### src/rtl/regfile_pkg.sv
// Shared register-file constants and helpers for the datapath.
package regfile_pkg;

    localparam int DATA_W_DEF   = 32;
    localparam int NUM_REGS_DEF = 16;
    // Widest busy vector that popcount accepts; narrower vectors are zero-extended.
    localparam int POP_MAX      = 256;

    function automatic int unsigned popcount(input logic [POP_MAX-1:0] v);
        int unsigned n;
        n = 0;
        for (int i = 0; i < POP_MAX; i++) begin
            n += 32'(v[i]);
        end
        return n;
    endfunction

endpackage

### src/rtl/busy_scoreboard.sv
// Pending-write scoreboard: busy bits, set/clear priority, occupancy count and issue gating.
// Optional feature: REGFILE_BYPASS_EN lets a same-cycle write-back mask the busy bit it clears.
module busy_scoreboard
    import regfile_pkg::*;
#(
    parameter int  NUM_REGS = NUM_REGS_DEF,
    localparam int ADDR_W   = $clog2(NUM_REGS)
) (
    input  logic                clk,
    input  logic                clr,
    input  logic                wb_valid,
    input  logic [ADDR_W-1:0]   wb_addr,
    input  logic                iss_valid,
    input  logic [ADDR_W-1:0]   iss_src_a,
    input  logic [ADDR_W-1:0]   iss_src_b,
    input  logic [ADDR_W-1:0]   iss_dst,
    input  logic                iss_long,
    output logic                iss_ready,
    output logic [NUM_REGS-1:0] busy,
    output logic [ADDR_W:0]     pending_cnt
);

    logic [NUM_REGS-1:0] busy_q;
    logic [NUM_REGS-1:0] busy_next;
    logic [NUM_REGS-1:0] eb;

    always_comb begin
        eb = busy_q;
`ifdef REGFILE_BYPASS_EN
        if (wb_valid) eb[wb_addr] = 1'b0;
`endif
    end

    assign iss_ready = !eb[iss_src_a] && !eb[iss_src_b] && !eb[iss_dst];

    // Issue set is applied after the write-back clear so it wins on the same register.
    always_comb begin
        busy_next = busy_q;
        if (wb_valid) busy_next[wb_addr] = 1'b0;
        if (iss_valid && iss_ready && iss_long) busy_next[iss_dst] = 1'b1;
    end

    always_ff @(posedge clk) begin
        if (clr) busy_q <= '0;
        else     busy_q <= busy_next;
    end

    assign busy        = busy_q;
    assign pending_cnt = (ADDR_W+1)'(popcount(POP_MAX'(busy_q)));

endmodule

### src/rtl/regfile_scoreboard.sv
// General-purpose register file with two read ports, one write-back port and a busy scoreboard.
// Optional feature: REGFILE_BYPASS_EN forwards write-back data to both read ports in the same cycle.
module regfile_scoreboard
    import regfile_pkg::*;
#(
    parameter int  DATA_W   = DATA_W_DEF,
    parameter int  NUM_REGS = NUM_REGS_DEF,
    localparam int ADDR_W   = $clog2(NUM_REGS)
) (
    input  logic                clk,
    input  logic                clr,
    input  logic [ADDR_W-1:0]   rd_addr_a,
    input  logic [ADDR_W-1:0]   rd_addr_b,
    input  logic                ba_a,
    output logic [DATA_W-1:0]   rd_data_a,
    output logic [DATA_W-1:0]   rd_data_b,
    input  logic                wb_valid,
    input  logic [ADDR_W-1:0]   wb_addr,
    input  logic [DATA_W-1:0]   wb_data,
    input  logic                iss_valid,
    input  logic [ADDR_W-1:0]   iss_src_a,
    input  logic [ADDR_W-1:0]   iss_src_b,
    input  logic [ADDR_W-1:0]   iss_dst,
    input  logic                iss_long,
    output logic                iss_ready,
    output logic [NUM_REGS-1:0] busy,
    output logic [ADDR_W:0]     pending_cnt
);

    logic [DATA_W-1:0] regs [NUM_REGS];

    always_ff @(posedge clk) begin
        if (clr) begin
            for (int i = 0; i < NUM_REGS; i++) regs[i] <= '0;
        end else if (wb_valid) begin
            regs[wb_addr] <= wb_data;
        end
    end

    // Base-address zeroing is applied last so it overrides a bypassed write to R0.
    always_comb begin
        rd_data_a = regs[rd_addr_a];
        rd_data_b = regs[rd_addr_b];
`ifdef REGFILE_BYPASS_EN
        if (wb_valid && wb_addr == rd_addr_a) rd_data_a = wb_data;
        if (wb_valid && wb_addr == rd_addr_b) rd_data_b = wb_data;
`endif
        if (ba_a && rd_addr_a == '0) rd_data_a = '0;
    end

    busy_scoreboard #(
        .NUM_REGS (NUM_REGS)
    ) u_busy_scoreboard (
        .clk         (clk),
        .clr         (clr),
        .wb_valid    (wb_valid),
        .wb_addr     (wb_addr),
        .iss_valid   (iss_valid),
        .iss_src_a   (iss_src_a),
        .iss_src_b   (iss_src_b),
        .iss_dst     (iss_dst),
        .iss_long    (iss_long),
        .iss_ready   (iss_ready),
        .busy        (busy),
        .pending_cnt (pending_cnt)
    );

endmodule

### config.mk
export PLATFORM = sky130hd
export DESIGN_NAME = regfile_scoreboard
export DESIGN_NICKNAME = d
export VERILOG_FILES = /design/src/rtl/regfile_pkg.sv /design/src/rtl/busy_scoreboard.sv /design/src/rtl/regfile_scoreboard.sv
export SDC_FILE = /design/constraint.sdc
export NUM_CORES = 1
export LEC_CHECK = 0
export CORE_MARGIN = 2
export CORE_UTILIZATION = 40
export CTS_CLUSTER_DIAMETER = 30
export DETAILED_ROUTE_END_ITERATION = 7
export PLACE_DENSITY = 0.59
export SLEW_MARGIN = 20
export SYNTH_ARGS = -nofsm -noshare
export SYNTH_HDL_FRONTEND = slang
export SYNTH_SLANG_ARGS = --single-unit
### constraint.sdc
create_clock -name clk -period 9.8 [get_ports clk]
set_input_delay 2.94 -clock clk [delete_from_list [all_inputs] [get_ports clk]]
set_output_delay 2.94 -clock clk [all_outputs]
set_load 0.01 [all_outputs]
==> reports/metrics.cfg, run 1 <==
[logic_synthesis]
post_synth_inst_count = 1719
synth_enable_flop_cells = 512
async_reset_ff_frac = 0
top_cell_type_s_share_of_synthesized_area = 0.5437
top_area_cells_in_the_synthesized_netlist = sky130_fd_sc_hd__edfxtp_1 (54%), sky130_fd_sc_hd__mux4_2 (26%), sky130_fd_sc_hd__and2_1 (11%)
syn-mean-instance-area_sq_um = 16.45
synth_warnings = 0
synthDominantAreaCellType = sky130_fd_sc_hd__edfxtp_1
synth.ff_latch_count = 528
ys_types = 43
yosys_most_used_dff = sky130_fd_sc_hd__edfxtp_1
ys_seq_area_frac = 0.5550
syn_nets = 1796
synth.cell_area_sq_mm = 0.02828

[clocking]
cts_repair_resize_count = 0
clk_pin_slew_ps = 40
number_of_buffers_created_by_cts = 116
cts-htree-levels = 3
sink_count_of_the_clock_tree = 528
cts-hold-fix-buffers = 0
cts_root_buf = sky130_fd_sc_hd__clkbuf_16
clk-insertion-delay-late_ps = 650
cts.path.max_buffers = 3
post_cts.repair.setup_buffers = 0
cts_tree = built

[sta]
setup_tns_ps = 0
clock_skew_ps = 4.402
final_hold_viol_count = 0
slew_viol_final = 0
period_share = 0.8656
worst_slack_ps = 1317
unrepaired_setup_endpoints_after_global_routing = false
setup_viol_count_final = 0
timing.max_slew.rel_slack = 0.3588
post-route-min-period_ps = 8483
worst_pin_slew_ps = 961.7
highest_clock_rate_mhz = 117.9

[final_layout]
final_cells = 2919
footprint_of_the_multi_input_gates_sq_mm = 0.01194
fill_cells = 5819
total_area_of_sequential_cells_sq_mm = 0.01570
area_growth_pct = 23.19
final_layout_size_suffix_gt1_frac = 0.3146
fin_util = 0.4975
finish.net_count = 1956

[status]
status = completed

[worst_setup_path]
crit_path_max_incr_delay_ps = 570
timing.critical_path.arrival_ps = 5540
crit_fanout = 5
category_of_the_critical_setup_timing_path = in2out
timing.reg2reg.setup_slack_ps = 7770
critical_path.reg2reg.endpoint = u_busy_scoreboard.busy[12]
startpoint_class = input port
critical_path.slowest_cell = sky130_fd_sc_hd__clkdlybuf4s50_1
worst_reg2reg_startpoint = u_busy_scoreboard.busy[5]
cp.required_ps = 6860
reg2regPathDepth = 5
startpoint = iss_src_a[2]
crit_path_end_kind = output pin
top_cell_by_count_worst_path = sky130_fd_sc_hd__clkdlybuf4s50_1
timing.critical_path.cells = clkdlybuf4s50_1 -> mux4_1 -> mux2_2 -> mux2i_4 -> and2_1 -> and3_1 -> clkdlybuf4s50_1

[global_route]
overflow = 0
groute.usage.overall = 0.2434
grt_pass1_wl_mm = 127.5
grt_start_max_net_pins = 52
first_global_vias = 18260
antenna_found_initial = 7

[placed_design]
placement.io_buffers = 147
gp_congestion = 0.7985
dp_hpwl_mm = 49.95
post_place_setup_slack_ps = 1317
dpl.cell_count = 2701

[detailed_routing]
dr_total_vias = 16870
ant_nets = 0
drt-total-wl_mm = 87.47
drt_pass1_iterations = 5
drt_iter0_markers = 1763
drcViolationCount = 0
route.detailed.wl_per_inst_um = 29.96
vias_per_cell = 5.778

[die]
core_area_sq_mm = 0.07003
start_util = 0.4038
die_width_um = 269.9
boundaryPins = 148
rows = 97
die_height_um = 269.9
die_area_sq_mm = 0.07284

[power_and_ir_drop]
power_per_cell_area_mw_per_mm2 = 209.1
total_leakage_power_nw = 12.02
peakVddDrop_uv = 138.6

[worst_hold_path]
worstHoldEndpoint = u_busy_scoreboard.busy[12]
holdPathStages = 2
hold_path.class = reg2reg
worstHoldStart = u_busy_scoreboard.busy[12]

[run]
timing.max_cap.violations = 0

worst max-delay path, delay by kind of cell:
| family | cells | cell delay [ps] |
|---|---|---|
| buf+inv | 2 | 1110 |
| mux | 3 | 1060 |
| simple gates | 2 | 420 |
sequential cells by signal (all words and copies together) (netlist names):
signal	flops
regs	512
u_busy_scoreboard.busy	16
per-layer routing:
layer / wire length [um] / vias up / track usage
met5: 45 / - / 0
li1: - / 7034 / -
met4: 2108 / 6 / 0.08202
met1: 34480 / 8978 / 0.3162
met2: 44660 / 711 / 0.4119
met3: 6178 / 137 / 0.04534
where the power goes:
part / switching (mW) / leakage (nW) / total, mW / internal (mW)
registers: 0.0635 / 5.03 / 2.68 / 2.62
clock network: 1.28 / 1.87 / 3.86 / 2.58
logic: 0.360 / 5.12 / 0.742 / 0.381
total: 1.70 / 12.0 / 7.29 / 5.58
cell type report:
| cell class | count | share of cell area |
|---|---|---|
| timing repair buffer | 202 | 0.05703 |
| antenna | 2 | 0.0001437 |
| sequential | 528 | 0.4505 |
| clock buffer | 135 | 0.08537 |
| multi-input combinational | 999 | 0.3429 |
| tap | 940 | 0.03376 |
| clock inverter | 81 | 0.02686 |
| inverter | 32 | 0.003448 |
synthesized netlist by cell type, drive strengths merged, types with 4 or more instances:
library cell / n
clkbuf: 127
mux2: 4
nor2: 21
a31o: 4
nand3: 6
o22ai: 8
a21o: 11
buf: 33
nor3: 5
nor2b: 37
and2: 514
fa: 10
mux4: 331
edfxtp: 512
ha: 5
dfxtp: 16
nand2: 11
inv: 32
stage by stage:
step / area [sq um] / total power, mW / hold slack (ps)
6_report: 34840 / 7.285 / 603.7
5_1_grt: 34840 / 7.497 / 632.8
4_1_cts: 34830 / 7.332 / 597.1
3_5_place_dp: 30920 / 3.467 / 595.8
3_3_place_gp: 30920 / 3.450 / 579.2
2_1_floorplan: 28280 / 3.132 / 542.1
worst max path at each step:
stage | to | cells after the start
global route | iss_ready | 7
detailed placement | rd_data_b[30] | 5
finish | iss_ready | 7
CTS | iss_ready | 7
floorplan | rd_data_b[11] | 4
global placement | iss_ready | 7
cell families after synthesis:
family                     Yosys count  share of synthesized area
AOI/OAI and AO/OA                   37                   0.009911
muxes                              337                     0.2665
adders and majority gates           15                   0.009291
and+or+nand+nor                    608                     0.1317
xor gates and xnor gates             2                  0.0006195
buffers and inverters              192                    0.02703
DFF                                528                     0.5550
placed cells by master (no fill, tap or decap), drive strengths merged, types with 4 or more instances in the layout:
cell type / n
inv: 42
and2: 514
clkinv: 41
dfxtp: 16
nor2b: 37
ha: 5
clkinvlp: 14
nand2: 11
o22ai: 8
bufinv: 16
nand3: 6
nor3: 5
edfxtp: 512
a31o: 4
a21o: 11
nor2: 21
clkdlybuf4s50: 139
buf: 61
mux4: 331
fa: 10
mux2: 4
clkbuf: 137
Note: power is estimated with default switching activity, not from simulation.
==> inputs of run 2 (changes only) <==
- CORE_ASPECT_RATIO: not set -> 1.2
- CORE_MARGIN: 2 -> not set
==> run 2 against run 1 <==
Against the previous run: maximum frequency shrank 1.1%; worst setup slack worse by 96 ps; clock power down 3%; total power decreased by 1.9%; critical path type unchanged; largest power group unchanged.
==> reports/metrics.cfg, run 2 (same netlist as run 1, synthesis figures left out) <==
[final_layout]
final_cells = 2894
most-common-layout-cells = sky130_fd_sc_hd__and2_1 (513), sky130_fd_sc_hd__edfxtp_1 (512), sky130_fd_sc_hd__mux4_2 (330)
final_layout_size_suffix_gt1_frac = 0.3178
finish.net_count = 1952
top_register = regs
total_non_filler_cell_area_in_the_finished_layout_sq_mm = 0.03468
largest_reg_flops = 512
layout.cells.most_common = sky130_fd_sc_hd__and2_1
area_growth_pct = 22.63
fill_cells = 5843

[die]
start_util = 0.4054
die_height_um = 293.3
rows = 106
core_area_sq_mm = 0.06976
boundaryPins = 148
die_area_sq_mm = 0.07177
die_width_um = 244.7

[global_route]
grt_pass1_wl_mm = 127.4
groute.usage.overall = 0.2514
grt_start_max_net_pins = 52
overflow = 0
antenna_found_initial = 8
first_global_vias = 18450

[sta]
clock_skew_ps = 13.01
post-route-min-period_ps = 8578
slew_viol_final = 0
unrepaired_setup_endpoints_after_global_routing = false
worst_pin_slew_ps = 1132
final_hold_viol_count = 0
highest_clock_rate_mhz = 116.6
setup_tns_ps = 0
setup_viol_count_final = 0
period_share = 0.8753
timing.max_slew.rel_slack = 0.2453

[worst_setup_path]
timing.critical_path.arrival_ps = 5640
timing.critical_path.cells = clkdlybuf4s50_1 -> mux4_1 -> mux2_2 -> mux2i_4 -> and2_1 -> and3_1 -> clkdlybuf4s50_1
top_cell_by_count_worst_path = sky130_fd_sc_hd__clkdlybuf4s50_1
category_of_the_critical_setup_timing_path = in2out
crit_path_end_kind = output pin
cp.required_ps = 6860
critical_path.slowest_cell = sky130_fd_sc_hd__clkdlybuf4s50_1
timing.critical_path.max_delay_family = buffers and inverters
crit_fanout = 5
crit_path_max_incr_delay_ps = 580
startpoint_class = input port
critical_path.n_buffers_inverters = 2

[clocking]
clk-insertion-delay-late_ps = 650
post_cts.repair.setup_buffers = 0
cts_repair_resize_count = 0
cts.path.max_buffers = 3
number_of_buffers_created_by_cts = 112
sink_count_of_the_clock_tree = 528
cts_root_buf = sky130_fd_sc_hd__clkbuf_16
cts_tree = built
clk_pin_slew_ps = 60
cts-hold-fix-buffers = 0
cts-htree-levels = 3

[power_and_ir_drop]
pwr-share-clk = 0.521
power_frac_seq = 0.375
sw_frac_of_total = 0.2400
power_per_cell_area_mw_per_mm2 = 206.1
power.share.combinational = 0.104
peakVddDrop_uv = 117.6
power.internal_mw = 5.433
total_leakage_power_nw = 11.97
netSwitchingPower_mw = 1.716

[detailed_routing]
vias_per_cell = 5.857
drt_pass1_iterations = 5
drcViolationCount = 0
drt-total-wl_mm = 88.19
route.detailed.wl_per_inst_um = 30.47
dr_total_vias = 16950
ant_nets = 0
drt_iter0_markers = 1703

[placed_design]
gp_congestion = 0.8040
dp_hpwl_mm = 49.05
placed_cell_area_sq_mm = 0.03089
dpl.cell_count = 2679
placement.io_buffers = 147

[worst_hold_path]
hold_path.class = reg2reg

[run]
timing.max_cap.violations = 0

[status]
status = completed

-- run 2: worst reg2reg max path: stages, from the launching register on --
cell and delay [ps]:
sky130_fd_sc_hd__dfxtp_1 530, sky130_fd_sc_hd__mux4_2 300, sky130_fd_sc_hd__nor2_1 50, sky130_fd_sc_hd__o41ai_2 590, sky130_fd_sc_hd__nor4_2 140, sky130_fd_sc_hd__a32o_1 290
-- run 2: power groups by stage --
stage	clock (mW)	combinational (mW)	sequential, mW
floorplan	0	0.439	2.69
global placement	0	0.743	2.71
detailed placement	0	0.747	2.72
CTS	3.76	0.750	2.68
global route	3.87	0.777	2.69
finish	3.73	0.741	2.68
-- run 2: path summary, 6_finish.rpt --
| kind | slack, ps | cells past startpoint | startpoint | endpoint |
|---|---|---|---|---|
| worst max register to register | 7780 | 5 | u_busy_scoreboard.busy[2] | u_busy_scoreboard.busy[1] |
| worst max-delay path | 1220 | 7 | iss_src_a[2] | iss_ready |
| worst min register to register | 620 | 2 | u_busy_scoreboard.busy[14] | u_busy_scoreboard.busy[14] |
| worst min-delay path | 620 | 2 | u_busy_scoreboard.busy[14] | u_busy_scoreboard.busy[14] |
-- run 2: routing by layer --
layer | up-vias | wire [um] | GRT usage
li1 | 7016 | - | -
met1 | 8937 | 32910 | 0.3140
met2 | 801 | 45520 | 0.4318
met3 | 193 | 6579 | 0.04056
met4 | 4 | 3161 | 0.1079
met5 | - | 22 | 0
-- run 2: per-stage QoR --
stage | setup slack, ps | hold slack [ps] | power (mW) | utilization
CTS | 1185 | 616.3 | 7.186 | 0.4970
floorplan | 2313 | 542.1 | 3.132 | -
detailed placement | 1201 | 607.5 | 3.466 | 0.4429
global route | 1077 | 636.0 | 7.337 | 0.4970
finish | 1222 | 623.7 | 7.149 | 0.4971
global placement | 1226 | 609.1 | 3.451 | 0.4429
-- run 2: area by class of cell --
cell class | count | area [sq um] | share of cell area
antenna | 3 | 7.507 | 0.0002165
clock buffer | 122 | 2872 | 0.08280
clock inverter | 90 | 905.9 | 0.02612
inverter | 32 | 120.1 | 0.003464
multi-input combinational | 999 | 11940 | 0.3444
sequential | 528 | 15700 | 0.4526
tap | 918 | 1149 | 0.03312
timing repair buffer | 202 | 1987 | 0.05729
==> variant (settings of run 2) <==
Put a register stage on the output `pending_cnt`, without a reset. The value now appears one clock later. The other outputs are not delayed to match.
--- a/src/rtl/regfile_scoreboard.sv
+++ b/src/rtl/regfile_scoreboard.sv
@@ -26,6 +26,8 @@
     output logic [NUM_REGS-1:0] busy,
     output logic [ADDR_W:0]     pending_cnt
 );
+
+    logic [ADDR_W:0] pending_cnt_d;
 
     logic [DATA_W-1:0] regs [NUM_REGS];
 
@@ -62,8 +64,12 @@
         .iss_long    (iss_long),
         .iss_ready   (iss_ready),
         .busy        (busy),
-        .pending_cnt (pending_cnt)
+        .pending_cnt (pending_cnt_d)
     );
+
+    always_ff @(posedge clk) begin
+        pending_cnt <= pending_cnt_d;
+    end
 
 endmodule
 
Formal check against the unedited RTL: not equivalent (Yosys sat finds a counterexample within 4 cycles, from zero or initial values).
==> variant against run 2 <==
Sequential cell count is 5 higher. Non-clock buffer count rose by 5. Synthesized cell count did not move. Power increased by 2.0%. Setup slack worse by 0.067 ns. Wire length increased by 0.76%. Area after synthesis up 0.31%. Design area grew 0.50%. Critical path type unchanged. Largest power group unchanged. Critical endpoint unchanged.
==> variant: results <==
{
  "max-vdd-ir-drop_v": 0.000131,
  "fraction_of_standard_cell_area_in_multi_input_logic": 0.341,
  "netlist-cell-type-count": 32,
  "crit-reg2reg-capture": "pending_cnt[4]",
  "wl_met3_um": 5320,
  "final_hpwl_from_detailed_placement_um": 49100,
  "endpoint_worst_hold": "u_busy_scoreboard.busy[3]",
  "grt_pass1_vias": 18100,
  "worst-endpoint-arrival_ns": 5.71,
  "yosys.area_share.xor_xnor": 0.000618,
  "compound_gate_fraction_of_synth_area": 0.0105,
  "worst_r2r_startpoint": "u_busy_scoreboard.busy[1]",
  "seqCellArea_um2": 15800,
  "hp-start": "u_busy_scoreboard.busy[3]",
  "detail_route.iter0.violations": 1718,
  "r2r_slack_ns": 6.01,
  "synth_top_cells_by_count": "sky130_fd_sc_hd__and2_1 (516), sky130_fd_sc_hd__edfxtp_1 (512), sky130_fd_sc_hd__mux4_2 (333), sky130_fd_sc_hd__clkbuf_1 (125), sky130_fd_sc_hd__inv_1 (38)",
  "global_route.usage.total": 0.251,
  "grt.met3_usage": 0.0367,
  "synthTopCellsByArea": "sky130_fd_sc_hd__edfxtp_1 (54%), sky130_fd_sc_hd__mux4_2 (26%), sky130_fd_sc_hd__and2_1 (11%)",
  "final-clk-cell-share": 0.111,
  "pwr.group.clock_uw": 3860,
  "final_net_count": 1956,
  "first_pass_grt_wire_length_um": 127000,
  "m1WireLength_um": 34100,
  "cts_buffers": 111,
  "grtUsageMet1": 0.314,
  "setup_clock_skew_after_layout_ns": 0.00904,
  "rr_worst_depth": 12,
  "total_leakage_power_uw": 0.0121,
  "wl_met2_um": 46500,
  "synth.area.mux_share": 0.266,
  "run_status": "finished, final reports clean",
  "gp_congestion": 0.794,
  "setup.worst_path.start": "iss_src_a[0]",
  "comb.multi_input.count": 988,
  "antennaDiodeCount": 1,
  "nonClkBufAreaFrac": 0.0577,
  "grt_antenna_before_repair": 4,
  "synth_sequential_area_ratio": 0.557
}
==> variant: changes by cell type after synthesis, moves of 3 or more <==
cell / change
sky130_fd_sc_hd__a21oi_1: +10
sky130_fd_sc_hd__o22ai_1: -8
sky130_fd_sc_hd__mux4_2: +3
sky130_fd_sc_hd__and2_1: +3
sky130_fd_sc_hd__a2bb2o_1: +3
sky130_fd_sc_hd__dfxtp_1: +5
sky130_fd_sc_hd__a32o_1: +10
sky130_fd_sc_hd__nand3_1: -5
sky130_fd_sc_hd__inv_1: +6
sky130_fd_sc_hd__mux2_2: -4
sky130_fd_sc_hd__mux2i_1: +3
sky130_fd_sc_hd__a21o_1: -10
sky130_fd_sc_hd__nand2_1: -3
==> variant: per-stage QoR <==
stage	instances	util	area [µm²]	setup slack, ns
floorplan	1719	-	28400	2.31
global placement	2684	0.443	31000	1.16
detailed placement	2684	0.443	31000	1.18
CTS	2894	0.499	34800	1.17
global route	2894	0.499	34800	1.10
finish	2895	0.499	34900	1.15
